[config.mk]
export PLATFORM = sky130hd
export DESIGN_NAME = cyclic_prefix_insertion
export DESIGN_NICKNAME = d
export VERILOG_FILES = /design/src/rtl/cyclic_prefix_insertion.sv
export SDC_FILE = /design/constraint.sdc
export NUM_CORES = 2
export LEC_CHECK = 0
export BUFFER_PORTS_ARGS = -buffer_cell sky130_fd_sc_hd__buf_2
export CORE_ASPECT_RATIO = 1.4
export CORE_MARGIN = 5
export CORE_UTILIZATION = 60
export CTS_BUF_LIST = sky130_fd_sc_hd__clkbuf_8 sky130_fd_sc_hd__clkbuf_16
export DETAILED_ROUTE_END_ITERATION = 6
export GPL_ROUTABILITY_DRIVEN = 0
export PLACE_DENSITY = 0.76
export SLEW_MARGIN = 0
export SYNTH_ARGS = -nofsm -noshare
export SYNTH_HDL_FRONTEND = slang
export SYNTH_SLANG_ARGS = --single-unit
[constraint.sdc]
create_clock -name ap_clk -period 6.99 [get_ports ap_clk]
set_input_delay 1.398 -clock ap_clk [delete_from_list [all_inputs] [get_ports ap_clk]]
set_output_delay 1.398 -clock ap_clk [all_outputs]
set_load 0.02 [all_outputs]
[src/rtl/cyclic_prefix_insertion.sv]
// Buffers one FFT_LEN-sample symbol, then replays its last CP_LEN samples followed by the whole symbol.
// First output 1 cycle after the last input; out_TREADY low holds the presented sample, in_TVALID low pauses the fill.
module cyclic_prefix_insertion #(
    parameter int FFT_LEN = 64,
    parameter int CP_LEN  = 16,
    parameter int DATA_W  = 32
) (
    input  logic              ap_clk,
    input  logic              ap_rst,
    input  logic              ap_start,
    output logic              ap_done,
    output logic              ap_idle,
    output logic              ap_ready,
    input  logic [DATA_W-1:0] in_TDATA,
    input  logic              in_TVALID,
    output logic              in_TREADY,
    output logic [DATA_W-1:0] out_TDATA,
    output logic              out_TVALID,
    input  logic              out_TREADY
);
    localparam int CW = $clog2(FFT_LEN + 1);
    localparam int AW = (FFT_LEN > 1) ? $clog2(FFT_LEN) : 1;

    localparam logic [2:0] S_IDLE     = 3'd0;
    localparam logic [2:0] S_FILL     = 3'd1;
    localparam logic [2:0] S_EMIT_CP  = 3'd2;
    localparam logic [2:0] S_EMIT_SYM = 3'd3;
    localparam logic [2:0] S_DONE     = 3'd4;

    localparam logic [CW-1:0] WR_LAST   = CW'(FFT_LEN - 1);
    localparam logic [CW-1:0] CP_LAST   = CW'(CP_LEN - 1);
    localparam logic [AW-1:0] CP_BASE   = AW'(FFT_LEN - CP_LEN);
    localparam logic [AW-1:0] LAST_ADDR = AW'(FFT_LEN - 1);

    logic [2:0]        r_state;
    logic [CW-1:0]     r_wr_cnt;
    logic [CW-1:0]     r_rd_cnt;
    logic [DATA_W-1:0] r_buf [FFT_LEN];

    logic              w_in_hs;
    logic              w_in_last;
    logic              w_out_hs;
    logic [AW-1:0]     w_rd_addr;
    logic [DATA_W-1:0] w_rd_dat;

    assign in_TREADY = (r_state == S_FILL);
    assign w_in_hs   = in_TREADY && in_TVALID;
    assign w_in_last = w_in_hs && (r_wr_cnt == WR_LAST);
    assign w_out_hs  = out_TVALID && out_TREADY;
    assign ap_ready  = w_in_last;
    assign ap_idle   = (r_state == S_IDLE);
    assign ap_done   = (r_state == S_DONE);

    // Address of the sample to be presented after the current transfer.
    always_comb begin
        w_rd_addr = CP_BASE;
        case (r_state)
            S_EMIT_CP:  w_rd_addr = (r_rd_cnt == CP_LAST) ? '0 : AW'(CP_BASE + r_rd_cnt + 1);
            S_EMIT_SYM: w_rd_addr = (r_rd_cnt == WR_LAST) ? '0 : AW'(r_rd_cnt + 1);
            default:    w_rd_addr = CP_BASE;
        endcase
        w_rd_dat = r_buf[w_rd_addr];
        // With a one-sample prefix the first output is the sample being written this very cycle.
        if (r_state == S_FILL && CP_BASE == LAST_ADDR) begin
            w_rd_dat = in_TDATA;
        end
    end

    always_ff @(posedge ap_clk) begin
        if (w_in_hs) begin
            r_buf[r_wr_cnt[AW-1:0]] <= in_TDATA;
        end
    end

    always_ff @(posedge ap_clk) begin
        if (ap_rst) begin
            r_state    <= S_IDLE;
            r_wr_cnt   <= '0;
            r_rd_cnt   <= '0;
            out_TVALID <= 1'b0;
            out_TDATA  <= '0;
        end else begin
            case (r_state)
                S_IDLE: begin
                    if (ap_start) begin
                        r_state  <= S_FILL;
                        r_wr_cnt <= '0;
                    end
                end
                S_FILL: begin
                    if (w_in_hs) begin
                        r_wr_cnt <= r_wr_cnt + CW'(1);
                        if (w_in_last) begin
                            r_state    <= S_EMIT_CP;
                            r_rd_cnt   <= '0;
                            out_TVALID <= 1'b1;
                            out_TDATA  <= w_rd_dat;
                        end
                    end
                end
                S_EMIT_CP: begin
                    if (w_out_hs) begin
                        out_TDATA <= w_rd_dat;
                        if (r_rd_cnt == CP_LAST) begin
                            r_state  <= S_EMIT_SYM;
                            r_rd_cnt <= '0;
                        end else begin
                            r_rd_cnt <= r_rd_cnt + CW'(1);
                        end
                    end
                end
                S_EMIT_SYM: begin
                    if (w_out_hs) begin
                        if (r_rd_cnt == WR_LAST) begin
                            r_state    <= S_DONE;
                            out_TVALID <= 1'b0;
                        end else begin
                            r_rd_cnt  <= r_rd_cnt + CW'(1);
                            out_TDATA <= w_rd_dat;
                        end
                    end
                end
                S_DONE:  r_state <= S_IDLE;
                default: r_state <= S_IDLE;
            endcase
        end
    end

endmodule

# Word-level counts from Yosys, hierarchy flattened
# Memories as Yosys holds them, arrays and structs flattened.
# Cells that the tools add are included.
[classes] muxes=34 addsub=5 eq_ne=15 n_reduce_logical=11
[op_table] cell="$mux W32" count=5
[op_table] cell="$pmux W32 S3" count=1
[op_table] cell="$mux W7" count=8
[op_table] cell="$mux W3" count=7
[op_table] cell="$pmux W7 S3" count=1
[op_table] cell="$add A7 B1 Y7 const B" count=2
[op_table] cell="$eq A7 B6 Y1 const B" count=2
[op_table] cell="$ne A2 B2 Y1 const B" count=7
[op_table] cell="$pmux W7 S2" count=1
[op_table] cell="$add A6 B1 Y6 const B" count=2
[op_table] cell="$mux W6" count=2
[op_table] cell="$pmux W3 S4" count=1
[op_table] cell="$pmux W6 S2" count=1
[op_table] cell="$eq A7 B4 Y1 const B" count=1
[op_table] cell="$reduce_and A7 Y1" count=1
[op_table] cell="$add A6 B6 Y6 const A" count=1
[op_table] cell="$eq A3 B2 Y1 const B" count=2
[op_table] cell="$mux W1" count=6
[op_table] cell="$reduce_and A6 Y1" count=1
[op_table] cell="$reduce_and A5 Y1" count=1
[op_table] cell="$reduce_bool A2 Y1" count=2
[op_table] cell="$eq A3 B1 Y1 const B" count=1
[op_table] cell="$eq A3 B3 Y1 const B" count=1
[op_table] cell="$logic_and A1 B1 Y1" count=3
[op_table] cell="other kinds (5)" count=5
[totals] in_bits=37 n_memories=1 ram_bits=2048 register_bits=50 out_inout_bits=37
[mem_list] memory="r_buf" depth=64 word_bits=32 read_ports=1 rd_ports_with_merged_regs=0 write_ports=1 line="38" source="logic [DATA_W-1:0] r_buf [FFT_LEN];"

# Logic depth before layout (Yosys ltp)
# An unclocked memory read counts as a cell.
[depth] ltp_word=8 mapped_depth=15 ltp_nobuf=9

# Worst setup path before layout
# OpenSTA, ideal clock, no wires.
[synth_path] kind="input to register" from="input port in_TVALID" to="memory r_buf[57][0] (enable)" arrival_time_ns=3.428 path_slack_ns=3.141 path_stages=4 path_buffers=1 setup_time_ns=0.421 path_cell_list="and2_1 clkbuf_1 nand3_1 nor2_1"
[synth_between] elab_chain_cells=3
[synth_rtl] item="start, declared" line="15" source="input logic in_TVALID,"
[synth_rtl] item="$logic_and A1 B1 Y1" line="47" source="assign w_in_hs = in_TREADY && in_TVALID;"
[synth_rtl] item="$mux W1" line="70" source="if (w_in_hs) begin"
[synth_rtl] item="$mux W1 (not written as such)" line="71" source="r_buf[r_wr_cnt[AW-1:0]] <= in_TDATA;"
[synth_rtl] item="end, declared" line="38"
# No other way between the ends.

# Worst setup path in the final report
[layout_path] from="register r_state[0]" to="register out_TDATA[7]"
[layout_between] elab_chain_cells=6 word_cells_on_any_way=20 cone_classes="eq/ne (8); mux (7); reduce/logical (4); memory (1)"
[layout_rtl] item="start, declared" line="35" source="logic [2:0] r_state;"
[layout_rtl] item="start signal, assigned" line="77" source="r_state <= S_IDLE;"
[layout_rtl] item="start signal, assigned" line="86" source="r_state <= S_FILL;"
[layout_rtl] item="start signal, assigned" line="94" source="r_state <= S_EMIT_CP;"
[layout_rtl] item="$eq A3 B2 Y1" line="57, 83"
[layout_rtl] item="$pmux W6 S2" line="57" source="case (r_state)"
[layout_rtl] item="$mem_v2 Z64 W32"
[layout_rtl] item="$mux W32 (on tied branches)" line="114, 93"
[layout_rtl] item="$mux W32 (on tied branches)" line="113, 91"
[layout_rtl] item="$pmux W32 S3" line="83" source="case (r_state)"
[layout_rtl] item="end signal, assigned" line="97" source="out_TDATA <= w_rd_dat;"
[layout_rtl] item="end signal, assigned" line="103" source="out_TDATA <= w_rd_dat;"
[layout_rtl] item="end signal, assigned" line="119" source="out_TDATA <= w_rd_dat;"
[layout_rtl] item="end, declared" line="17" source="output logic [DATA_W-1:0] out_TDATA,"
# Parallel ways exist; a longest one is shown, timed or not. The select of a mux whose other input is x is not followed.
# A chain may end at the register's enable or synchronous reset.

==> out/qor.yml <==
netlist_area_before_placement_um2: 81910
worst_path_largest_cell_delay_ps: 790
final_cell_area_um2: 90270
drt-wirelength-per-cell_um: 31.66
first_global_vias: 51470
vias_per_cell: 7.042
cts.repair.resized: 0
number_of_violations_reported_at_the_end_of_detailed_routing_iteration_0: 8689
preCtsSetupSlack_ps: 2059
final_hold_viol_count: 0
critPathKind: "register to register"
synth_cell_types: 72
synth.ff_latch_count: 2098
global_route_wire_length_before_repair_mm: 343.4
setup_ws_ps: 1803
cts_sinks: 2098
most_used_flip_flop_cell_after_synthesis: "edfxtp_1"
power_per_cell_area_nw_per_um2: 304.6
die_height_um: 447.2
period_needed_ps: 5187
port_buffers: 73
synth-async-reset-ratio_pct: 0
final-max-slew-violation-count: 0
synth-edff-count: 2048
max_freq_ghz: 0.1928
timing.critical_path.slowest_stage_cell: "o21ai_1"
postSynthAreaPerCell_um2: 14.62
antenna_found_initial: 11
tightest_slew_ps: 1384
synth_largest_area_cell: "edfxtp_1"
placed_area_um2: 84550
rows: 160
fp.dieW_um: 322.3
timing.clock.skew_ps: 28.23
layout_worst_path_cycle_share_pct: 74.20
wl_mm: 238.5
ctsHoldBuffers: 0
design.final.nets: 5628
crit_family: "compound AO/OA/AOI/OAI gates"
grt_use_total_pct: 32.49
timing.critical_path.fanout_max: 103
detailed_place_hpwl_mm: 130.3
critPathRequiredTime_ps: 7620
synth_largest_type_area_fraction_pct: 75.08
die_area_um2: 144100
initial_utilization_pct: 60.35
final_cell_mix: "2048 x edfxtp_1, 1077 x nand2_1, 366 x nand3_1, 360 x o221ai_1, 250 x a21oi_1"
fin_total_pwr_uw: 27500
maximum_number_of_pins_on_one_net_before_global_route_repair: 164
htree_levels: 4
critical_path.n_buffers_inverters: 2
net_count_after_synthesis: 5640
post_synth_inst_count: 5601
setup_violations: 0
power.static_leakage_uw: 0.02908
final-instance-count-excl-fill: 7531
slew_headroom_pct: 7.700
placed_cells_incl_taps: 7192
antenna_violating_nets_left: 0
outcome: "finished, final reports clean"
critical_path_arrival_ps: 5820
clk_transition_reported_paths_ps: 70
path_cells: "nor3_2 > o21ai_1 > nand2_8 > buf_12 > buf_4 > mux2_2 > o21ai_0 > a21oi_1 > o221ai_1 > o211ai_1"
irDropWorstVdd_mv: 0.3118
post-cts-setup-buffers: 0
globalRouteOverflowTotal: 0
setup.worst_path.end_class: "register"
unrepaired_setup_endpoints_after_global_routing: "no"
clock_tree_from_tritoncts: "yes"
maxCapViolations: 0
yosys_warnings: 0
worstHoldPathType: "register to register"
drtPass1Iterations: 6
areaGrowthSynthToFinish_pct: 10.20
cts_buffer_depth: 3
synth_top_cells_by_area: "edfxtp_1 75%, nand2_1 5.0%, o221ai_1 3.8%"
layout_commonest_cell: "edfxtp_1"
post_route_cells_drive_above_1_share_pct: 11.31
total_clock_buffers_created_by_cts: 177
setup_total_negative_slack_ps: 0
worst_skew_pair.late_latency_ps: 830
placeable_area_um2: 135700
drc_errors: 0
vias: 53040
startpoint_type: "register"
boundaryPins: 74
synth-seq-area-share_pct: 76.30
cts.root.buffer_cell: "clkbuf_16"
==> stage by stage <==
stage	util, %	hold slack (ps)
CTS	66.48	502.8
floorplan	-	454.2
finish	66.51	511.1
global route	66.49	543.9
detailed placement	62.30	494.6
global placement	62.30	481.3
==> worst register-to-register path, cell delays in order, from the launching register on <==
cell,delay (ps)
dfxtp_1,700
nor3_2,150
o21ai_1,790
nand2_8,710
buf_12,520
buf_4,430
mux2_2,450
o21ai_0,150
a21oi_1,90
o221ai_1,700
o211ai_1,310
==> kinds of logic (layout without fill, tap and decap cells) <==
group	count (synthesis)	after routing	share of synthesized area [%]
buf+inv	423	559	2.302
other cells	0	12	0
mux	114	114	1.650
xor+xnor	6	6	0.06417
flops	2098	2098	76.30
fa+ha+maj	2	2	0.03054
simple gates	1769	1769	9.318
compound gates	1189	1189	10.34
==> report_power, final <==
| group | total, uW | internal, uW | leakage (uW) | switching [uW] |
|---|---|---|---|---|
| sequential | 13900 | 13800 | 0.0188 | 32.2 |
| combinational | 3930 | 1060 | 0.00729 | 2870 |
| clock | 9690 | 5270 | 0.00299 | 4420 |
| total | 27500 | 20200 | 0.0291 | 7320 |
==> Yosys cell counts (all sizes together) (6+ instances only) <==
| master | instances |
|---|---|
| edfxtp | 2048 |
| nand2 | 1085 |
| nand3 | 366 |
| o221ai | 360 |
| a21oi | 250 |
| buf | 243 |
| clkbuf | 176 |
| a31oi | 171 |
| o21ai | 131 |
| nor2 | 120 |
| and3 | 93 |
| o211ai | 60 |
| mux2i | 54 |
| dfxtp | 50 |
| mux2 | 48 |
| nor3 | 47 |
| o221a | 18 |
| a211oi | 17 |
| a221oi | 16 |
| o2111ai | 14 |
| o32ai | 14 |
| a22oi | 13 |
| a311oi | 13 |
| o31ai | 13 |
| mux4 | 12 |
| o211a | 12 |
| a32oi | 11 |
| o21a | 11 |
| o32a | 11 |
| a21o | 10 |
| a22o | 10 |
| o22ai | 10 |
| or3 | 10 |
| a2111oi | 7 |
| and2 | 6 |
| nand2b | 6 |
| nor4 | 6 |
==> final cells by class <==
| type | instances | area (um^2) |
|---|---|---|
| tap | 1782 | 2230 |
| multi-input combinational | 3080 | 18090 |
| fill | 8910 | 45460 |
| clock buffer | 198 | 4775 |
| timing repair buffer | 228 | 1717 |
| inverter | 4 | 15.01 |
| sequential | 2098 | 62500 |
| antenna | 12 | 30.03 |
| clock inverter | 129 | 910.9 |
==> worst paths after layout <==
| check | startpoint | end | cells past startpoint | slack (ps) |
|---|---|---|---|---|
| worst max register to register | r_state[0] | out_TDATA[7] | 10 | 1800 |
| worst min-delay path | r_rd_cnt[1] | r_rd_cnt[1] | 2 | 510 |
| worst max-delay path | r_state[0] | out_TDATA[7] | 10 | 1800 |
| worst min register to register | r_rd_cnt[1] | r_rd_cnt[1] | 2 | 510 |
==> per-layer routing <==
metal / routed length (um) / share of wire (%) / vias to the layer above / track usage (%)
met5: 51 / 0.021 / - / 0
met4: 13780 / 5.8 / 8 / 16.09
met3: 29850 / 13 / 781 / 7.440
met2: 114700 / 48 / 4145 / 52.29
met1: 80110 / 34 / 26250 / 42.19
li1: - / - / 21850 / -
==> sequential cells by signal, indices dropped and copies added (netlist names) <==
signal / cells
r_wr_cnt: 7
out_TVALID: 1
out_TDATA: 32
r_state: 3
r_buf: 2048
r_rd_cnt: 7
Note: power is estimated with default switching activity, not from simulation.
